<file path="src/rtl/clk_tick_gen_pkg.sv">
// clk_tick_gen_pkg: shared mode and channel-state encodings for the tick generator
package clk_tick_gen_pkg;
  typedef enum logic {MODE_PERIODIC = 1'b0, MODE_ONESHOT = 1'b1} mode_e;
  typedef enum logic {ST_IDLE = 1'b0, ST_RUN = 1'b1} state_e;
endpackage

</file>
<file path="src/rtl/clk_tick_chan.sv">
// clk_tick_chan: one programmable tick channel (divisor/mode regs, counter, run/idle FSM, tick reg)
module clk_tick_chan
  import clk_tick_gen_pkg::*;
#(
  parameter int CNT_W       = 21,
  parameter int DEFAULT_DIV = 5000
) (
  input  logic             i_clk,
  input  logic             i_rst_n,
  input  logic             i_en,
  input  logic             i_sync_clr,
  input  logic             i_cfg_we,
  input  logic [CNT_W-1:0] i_cfg_div,
  input  logic             i_cfg_mode,
  input  logic             i_start,
  output logic             o_tick,
  output logic             o_busy
);
  logic [CNT_W-1:0] r_div, r_cnt, w_div, w_cnt;
  logic             r_mode, w_mode, r_tick, w_tick, w_term;
  state_e           r_state, w_state;

  // div==0 never terminates, so div-1 is never evaluated with wrap-around meaning
  assign w_term = (r_div != '0) && (r_cnt == r_div - CNT_W'(1));

  always_ff @(posedge i_clk or negedge i_rst_n) begin
    if (!i_rst_n) begin
      r_div   <= CNT_W'(DEFAULT_DIV);
      r_mode  <= MODE_PERIODIC;
      r_cnt   <= '0;
      r_state <= ST_RUN;
      r_tick  <= 1'b0;
    end else begin
      r_div   <= w_div;
      r_mode  <= w_mode;
      r_cnt   <= w_cnt;
      r_state <= w_state;
      r_tick  <= w_tick;
    end
  end

  // priority cfg > start > sync_clr > count; any restart swallows a coincident terminal tick
  always_comb begin
    w_div   = r_div;
    w_mode  = r_mode;
    w_cnt   = r_cnt;
    w_state = r_state;
    w_tick  = 1'b0;
    if (i_cfg_we) begin
      w_div   = i_cfg_div;
      w_mode  = i_cfg_mode;
      w_cnt   = '0;
      w_state = (i_cfg_div != '0) && (i_start || i_cfg_mode == MODE_PERIODIC) ? ST_RUN : ST_IDLE;
    end else if (i_start) begin
      w_cnt   = '0;
      w_state = (r_div != '0) ? ST_RUN : ST_IDLE;
    end else if (i_sync_clr) begin
      w_cnt   = '0;
    end else if (i_en && r_state == ST_RUN) begin
      w_cnt   = w_term ? '0 : r_cnt + CNT_W'(1);
      w_tick  = w_term;
      w_state = (w_term && r_mode == MODE_ONESHOT) ? ST_IDLE : ST_RUN;
    end
  end

  always_comb begin
    o_tick = r_tick;
    o_busy = (r_state == ST_RUN);
  end
endmodule

</file>
<file path="src/rtl/clk_tick_gen.sv">
// clk_tick_gen: N_CH run-time programmable tick channels sharing one clock, enable and phase clear
module clk_tick_gen
  import clk_tick_gen_pkg::*;
#(
  parameter int N_CH        = 4,
  parameter int CNT_W       = 21,
  parameter int DEFAULT_DIV = 5000,
  parameter int CH_W        = (N_CH > 1) ? $clog2(N_CH) : 1
) (
  input  logic             i_clk,
  input  logic             i_rst_n,
  input  logic             i_en,
  input  logic             i_sync_clr,
  input  logic             i_cfg_we,
  input  logic [CH_W-1:0]  i_cfg_ch,
  input  logic [CNT_W-1:0] i_cfg_div,
  input  logic             i_cfg_mode,
  input  logic [N_CH-1:0]  i_start,
  output logic [N_CH-1:0]  o_tick,
  output logic [N_CH-1:0]  o_busy
);
  logic [N_CH-1:0] w_we;

  for (genvar g = 0; g < N_CH; g++) begin : g_ch
    assign w_we[g] = i_cfg_we && (i_cfg_ch == CH_W'(g));
    clk_tick_chan #(.CNT_W(CNT_W), .DEFAULT_DIV(DEFAULT_DIV)) u_chan (
      .i_clk      (i_clk),
      .i_rst_n    (i_rst_n),
      .i_en       (i_en),
      .i_sync_clr (i_sync_clr),
      .i_cfg_we   (w_we[g]),
      .i_cfg_div  (i_cfg_div),
      .i_cfg_mode (i_cfg_mode),
      .i_start    (i_start[g]),
      .o_tick     (o_tick[g]),
      .o_busy     (o_busy[g])
    );
  end
endmodule

</file>
<file path="config.mk">
export PLATFORM = sky130hd
export DESIGN_NAME = clk_tick_gen
export DESIGN_NICKNAME = d
export VERILOG_FILES = /design/src/rtl/clk_tick_gen_pkg.sv /design/src/rtl/clk_tick_chan.sv /design/src/rtl/clk_tick_gen.sv
export SDC_FILE = /design/constraint.sdc
export NUM_CORES = 1
export LEC_CHECK = 0
export BUFFER_PORTS_ARGS = -buffer_cell sky130_fd_sc_hd__clkbuf_2
export CORE_MARGIN = 2
export CORE_UTILIZATION = 51
export DETAILED_ROUTE_END_ITERATION = 16
export GPL_TIMING_DRIVEN = 0
export PLACE_DENSITY = 0.68
export REMOVE_ABC_BUFFERS = 1
export SETUP_SLACK_MARGIN = 0.3
export SYNTH_ARGS = -nofsm -noshare
export SYNTH_HDL_FRONTEND = slang
export SYNTH_SLANG_ARGS = --single-unit
</file>
<file path="constraint.sdc">
create_clock -name i_clk -period 3.8 [get_ports i_clk]
set_input_delay 0.19 -clock i_clk [delete_from_list [all_inputs] [get_ports i_clk]]
set_output_delay 0.19 -clock i_clk [all_outputs]
set_load 0.05 [all_outputs]
</file>
==> out/metrics.yaml, run 1 <==
clock_network:
  cts_tree: "yes"
  root_buffer: "clkbuf_16"
  cts_sinks: 180
  htreeDepth: 4
  clockBufferDepth: 2
  cts_buffers: 17
  cts.clk_slew.worst_paths_ns: 0.08
  worst_skew_pair.late_latency_ns: 0.43
logic_synthesis:
  synth-edff-count: 0
  synth.cell_area_um2: 12000
  synth-async-reset-ratio_pct: 100
  synth_xor_area_share_pct: 7.11
  yosysSeqAreaShare_pct: 37.6
  synth-simple-area-share_pct: 29.9
  synth_top_family_by_area: "simple AND/OR/NAND/NOR gates"
  synth_compound_area_share_pct: 13.4
  synth.distinct_cells: 81
  synth_warnings: 0
  synthFlopType: "dfrtp_1"
  synth.area.mux_share_pct: 6.01
  synth_fa_ha_area_share_pct: 0.831
  ys_seq_elements: 180
  avgSynthCellArea_um2: 8.60
  synthCells: 1401
critical_path:
  cp_slowest_stage_delay_ns: 0.61
  worst_path_max_delay_cell: "or4_4"
  reg2reg_slack_ns: 0.44
  critPathTopFamily: "simple AND/OR/NAND/NOR gates"
  timing.rr.start: "g_ch[1].u_chan.r_div[2]"
  cp_common_cell: "or4_4"
  critical_path_required_ns: 4.12
  worstPathCellList: "or4_4, or4_4, nor3_1, xnor2_1, nor4bb_4, nand4_4, buf_12, a31oi_1, o22ai_1"
  crit_buf_inv: 1
  crit_path_start: "g_ch[1].u_chan.r_div[2]"
  end_kind: "flop"
  path_max_fanout: 12
  crit_arrival_ns: 3.67
  cp-start-kind: "flop"
  path_class: "flop to flop"
cells_and_area:
  nNetsFinal: 1426
  final_common_cell: "nand2_1"
  mostFrequentLayoutCells: "234 x nand2_1, 156 x dfrtp_1, 86 x nand3_1"
  drive_gt1_share_pct: 15.2
  diodes: 0
  final_util_pct: 56.7
  fin_area_um2: 13200
  area_growth_pct: 9.76
min_path:
  hp-start: "i_cfg_div[6]"
  hold_class: "input pin to flop"
power_and_ir_drop:
  peakVddDrop_mv: 0.261
  power_uw: 5420
  p_leak_uw: 0.00513
  powerDensity_nw_per_um2: 410
global_routing:
  antenna_found_initial: 0
  grt_max_degree: 95
  grt_usage_pct: 26.2
  overflow: 0
  grt_pass1_vias: 9992
  grt_pass1_wl_um: 52100
routing:
  ant_nets: 0
  drt_iter0_drc: 820
  drt_wl_total_um: 31400
  drc_errors: 0
  dr_total_vias: 10619
  drt_pass1_iterations: 6
  wl_per_cell_um: 18.3
  drt-vias-per-instance: 6.18
placed_design:
  io_buffers: 40
  place_hpwl_um: 21700
  routabilityCongestion: 0.851
  placed_area_um2: 12400
timing:
  drv_slew: 0
  fmax_ghz: 0.298
  max_slew_margin_pct: 20.3
  setup_viol: 0
  rsz0062_at_grt: "true"
  hold_ws_ns: 0.0589
  timing.final.crit_share_pct: 88.3
  period_needed_ns: 3.36
  hold_violations: 0
  worst_slew_pin_slew_ns: 1.19
  finClkSkew_ns: 0.0107
  finalSetupTns_ns: 0
status:
  status: "complete, no violations"
floorplan:
  initial_core_util_pct: 51.6
  die_area_um2: 24900
  coreArea_um2: 23300
  die_w_um: 158
  die_y_um: 158
  io_pins: 41
  rows: 56
run:
  max_cap_viol_count: 0
state kept, by name (all words and copies together) (netlist names):
| name | count |
|---|---|
| g_ch.u_chan.r_div | 84 |
| g_ch.u_chan.o_tick | 4 |
| g_ch.u_chan.o_busy | 4 |
| g_ch.u_chan.r_mode | 4 |
| g_ch.u_chan.r_cnt | 84 |
cell type report:
class | instances | area, um2
inverter | 46 | 173
multi-input combinational | 1082 | 7080
tap | 319 | 399
fill | 2073 | 10100
sequential | 180 | 4530
clock inverter | 13 | 174
timing repair buffer | 58 | 419
clock buffer | 19 | 443
final timing paths:
path,endpoint,cells past startpoint
worst max-delay path,g_ch[1].u_chan.r_cnt[10],9
worst min-delay path,g_ch[2].u_chan.r_div[6],3
worst max register to register,g_ch[1].u_chan.r_cnt[10],9
worst min register to register,g_ch[2].u_chan.r_div[9],2
max in group asynchronous,g_ch[0].u_chan.r_div[12],3
min in group asynchronous,g_ch[2].u_chan.r_cnt[0],2
cells in the mapped netlist (11+ instances only):
cell type	count	area share, %
a31oi_1	41	2.1
and3_1	20	1.0
buf_4	11	0.69
clkbuf_1	66	2.1
dfrtp_1	156	32
dfstp_2	24	5.2
inv_1	46	1.4
mux2_2	43	4.0
mux2i_1	24	2.0
nand2_1	235	7.3
nand2b_1	12	0.62
nand3_1	86	3.6
nand4_1	65	3.4
nand4b_1	11	0.80
nor2_1	63	2.0
nor2b_1	18	0.93
nor3_1	38	1.6
nor3b_1	11	0.69
nor4_1	33	1.7
o211ai_1	16	1.0
o21ai_0	43	1.8
o21ai_1	14	0.58
o311ai_1	29	2.1
or3_1	16	0.83
xnor2_1	61	4.4
xor2_1	35	2.5
cells by family after synthesis:
group | count (synthesis)
simple gates | 679
compound gates | 229
flops | 180
buf+inv | 141
xor+xnor | 97
mux | 67
fa+ha+maj | 8
tightest hold or removal path, cell delays in order:
cell and delay (ns):
clkbuf_2 0.15, nand2_1 0.08, nand2_1 0.04
per-layer routing:
| metal | vias to the layer above | wire (um) | part of all wire [%] | GRT usage, % |
|---|---|---|---|---|
| met1 | 5210 | 14400 | 46 | 36.5 |
| met4 | 0 | 464 | 1.5 | 6.41 |
| met5 | - | 0 | 0 | 0 |
| met3 | 42 | 1490 | 4.7 | 4.68 |
| met2 | 258 | 15100 | 48 | 42.5 |
| li1 | 5109 | - | - | - |
report_power, final:
part	switching, uW	total (uW)	internal, uW
logic	625	1120	497
clock network	813	1880	1070
registers	304	2420	2120
per-stage QoR:
stage,setup WS [ns],cells
floorplan,-0.247,1306
global placement,-2.78,1665
detailed placement,-0.297,1676
CTS,0.315,1717
global route,0.291,1717
finish,0.444,1717
what timing repair did:
action / 4_1_cts / 5_1_grt
gates resized for setup: 13 / 13
gates cloned: 2 / 0
hold buffers: 1 / 0
pin swaps: 2 / 2
endpoints found under the hold margin: 84 / 0
setup buffers: 6 / 0
setup endpoints to repair: 86 / 77
Power figures use the tool's default switching activity.
==> run 2: changes to the inputs <==
--- a/config.mk
+++ b/config.mk
@@ -8,8 +8,9 @@
 export BUFFER_PORTS_ARGS = -buffer_cell sky130_fd_sc_hd__clkbuf_2
 export CORE_MARGIN = 2
-export CORE_UTILIZATION = 51
+export CORE_UTILIZATION = 63
+export CTS_CLUSTER_DIAMETER = 100
 export DETAILED_ROUTE_END_ITERATION = 16
 export GPL_TIMING_DRIVEN = 0
-export PLACE_DENSITY = 0.68
+export PLACE_DENSITY = 0.81
 export REMOVE_ABC_BUFFERS = 1
 export SETUP_SLACK_MARGIN = 0.3
==> constraint.sdc (replaced) <==
create_clock -name i_clk -period 3.8 [get_ports i_clk]
set_input_delay 0.19 -clock i_clk [delete_from_list [all_inputs] [get_ports i_clk]]
set_output_delay 0.19 -clock i_clk [all_outputs]
set_load 0.02 [all_outputs]
==> out/metrics.yaml, run 2 (synthesized netlist as in run 1, its figures left out) <==
timing:
  drv_slew: 0  # unchanged
  worst_slew_pin_slew_ns: 1.26  # was 1.19 ns
  timing.final.crit_share_pct: 89.6  # was 88.3%
  hold_ws_ns: 0.0534  # was 0.0589 ns
  max_slew_margin_pct: 15.9  # was 20.3%
  setup_viol: 0  # unchanged
  worst_slack_ns: 0.396  # was 0.444 ns
  rsz0062_at_grt: "false"  # was true
  hold_violations: 0  # unchanged
  period_needed_ns: 3.40  # was 3.36 ns
  finClkSkew_ns: 0.0111  # was 0.0107 ns
  fmax_ghz: 0.294  # was 0.298 GHz
critical_path:
  cp-start-kind: "flop"  # unchanged
  crit_arrival_ns: 3.73  # was 3.67 ns
  path_class: "flop to flop"  # unchanged
  r2r_end: "g_ch[1].u_chan.r_cnt[10]"  # unchanged
  reg2reg_slack_ns: 0.40  # was 0.44 ns
  path_max_fanout: 12  # unchanged
  end_kind: "flop"  # unchanged
  critical_path_required_ns: 4.12  # about the same
  timing.rr.start: "g_ch[1].u_chan.r_div[2]"  # unchanged
  r2r_cells: 10  # was 9
cells_and_area:
  reg_top3: "g_ch.u_chan.r_cnt x84, g_ch.u_chan.r_div x84"  # unchanged
  nNetsFinal: 1428  # was 1426
  mostFrequentLayoutCells: "233 x nand2_1, 155 x dfrtp_1, 86 x nand3_1"  # was 234 x nand2_1, 156 x dfrtp_1, 86 x nand3_1
  fin_area_um2: 13100  # was 13200 um2
  final_common_cell: "nand2_1"  # unchanged
  fin_cells: 1634  # was 1717
  area_growth_pct: 8.82  # was 9.76%
  diodes: 0  # unchanged
  drive_gt1_share_pct: 15.7  # was 15.2%
global_routing:
  grt_max_degree: 109  # was 95
  grt_usage_pct: 31.9  # was 26.2%
  antenna_found_initial: 0  # unchanged
  grt_pass1_wl_um: 51700  # was 52100 um
  overflow: 0  # unchanged
  grt_pass1_vias: 10054  # was 9992
power_and_ir_drop:
  internal-power_uw: 3550  # was 3680 uW
  p_comb_share_pct: 21.2  # was 20.7%
  peakVddDrop_mv: 0.361  # was 0.261 mV
  p_switching_uw: 1820  # was 1740 uW
  powerDensity_nw_per_um2: 410  # about the same
  p_sw_share_pct: 33.9  # was 32.1%
  p_leak_uw: 0.00511  # was 0.00513 uW
  power_uw: 5380  # was 5420 uW
  clkPwrFrac_pct: 33.7  # was 34.6%
  pwr-share-seq_pct: 45.2  # was 44.7%
routing:
  drc_errors: 0  # unchanged
  wl_per_cell_um: 19.4  # was 18.3 um
  drt-vias-per-instance: 6.71  # was 6.18
  ant_nets: 0  # unchanged
  dr_total_vias: 10963  # was 10619
  drt_pass1_iterations: 6  # unchanged
  drt_iter0_drc: 1073  # was 820
  drt_wl_total_um: 31600  # was 31400 um
clock_network:
  clockBufferDepth: 2  # unchanged
  cts_tree: "yes"  # unchanged
  worst_skew_pair.late_latency_ns: 0.44  # was 0.43 ns
  cts_buffers: 17  # unchanged
  root_buffer: "clkbuf_16"  # unchanged
  htreeDepth: 4  # unchanged
  cts.clk_slew.worst_paths_ns: 0.08  # about the same
  cts_sinks: 180  # unchanged
status:
  status: "complete, no violations"  # unchanged
floorplan:
  die_area_um2: 20200  # was 24900 um2
  io_pins: 41  # unchanged
  initial_core_util_pct: 64.4  # was 51.6%
  die_w_um: 142  # was 158 um
  die_y_um: 142  # was 158 um
  coreArea_um2: 18700  # was 23300 um2
  rows: 50  # was 56
placed_design:
  io_buffers: 40  # unchanged
  dp.cells: 1590  # was 1676
  dp_slack_ns: -0.305  # was -0.297 ns
  place_hpwl_um: 21100  # was 21700 um
  routabilityCongestion: 0.873  # was 0.851
  placed_area_um2: 12300  # was 12400 um2
min_path:
  hp-start: "i_cfg_div[5]"  # was i_cfg_div[6]
  whs_path_depth: 3  # unchanged
  hold_class: "input pin to flop"  # unchanged
  whs_endpoint: "g_ch[2].u_chan.r_div[5]"  # was g_ch[2].u_chan.r_div[6]
run:
  max_cap_viol_count: 0  # unchanged
## run 2: how the worst max path moves through the flow
stage                                          end                     from  slack [ns]  cells after the start
after CTS                 g_ch[3].u_chan.r_cnt[20]  g_ch[3].u_chan.r_div[0]        0.32                     10
after floorplan            g_ch[0].u_chan.r_cnt[3]              i_cfg_ch[0]       -0.25                      4
after global placement    g_ch[0].u_chan.r_cnt[18]                 i_cfg_we       -2.55                      5
after global routing      g_ch[2].u_chan.r_cnt[16]  g_ch[2].u_chan.r_div[2]        0.31                      8
after detailed placement  g_ch[3].u_chan.r_cnt[19]  g_ch[3].u_chan.r_div[0]       -0.30                     10
final                     g_ch[1].u_chan.r_cnt[10]  g_ch[1].u_chan.r_div[2]        0.40                     10
## run 2: final cells by class
class	count	area (um2)
clock buffer	17	425
inverter	46	173
clock inverter	15	163
multi-input combinational	1083	7110
tap	234	293
fill	1419	5600
sequential	180	4540
timing repair buffer	59	414
## run 2: metal layers
metal	vias up	wire length (um)	global-route usage (%)
met2	450	15100	52.0
li1	5120	-	-
met3	79	2080	5.75
met1	5314	13600	43.9
met5	-	0	0
met4	0	873	8.89
## run 2: worst max-delay path: stages, from the launching register on
cell,delay (ns)
dfrtp_1,0.49
or4_4,0.61
or4_4,0.58
nor3_1,0.25
xnor2_1,0.22
nor4bb_4,0.34
buf_4,0.20
nand4_4,0.11
buf_12,0.21
a31oi_1,0.17
o22ai_1,0.11
## run 2: timing repair
| item | 4_1_cts | 5_1_grt |
|---|---|---|
| hold endpoints to repair | 70 | 0 |
| buffers inserted | 4 | 4 |
| endpoints found under the setup margin | 87 | 75 |
| pin swaps | 2 | 3 |
| gates resized for setup | 14 | 16 |
| hold buffers | 1 | 0 |
| gates cloned | 2 | 1 |
## run 2: power groups by stage
stage          sequential (uW)  combinational (uW)  clock (uW)
3_3_place_gp              2430                1020           0
6_report                  2430                1140        1810
2_1_floorplan             2350                 805           0
3_5_place_dp              2440                1070           0
5_1_grt                   2460                1250        1900
4_1_cts                   2410                1100        1820
## run 2: stage by stage
stage / util [%] / setup TNS (ns)
after global placement: 64.7 / -205.39
after global routing: 70.1 / 0
after CTS: 69.5 / 0
after detailed placement: 65.6 / -5.34
final: 70.1 / 0
after floorplan: - / -1.38
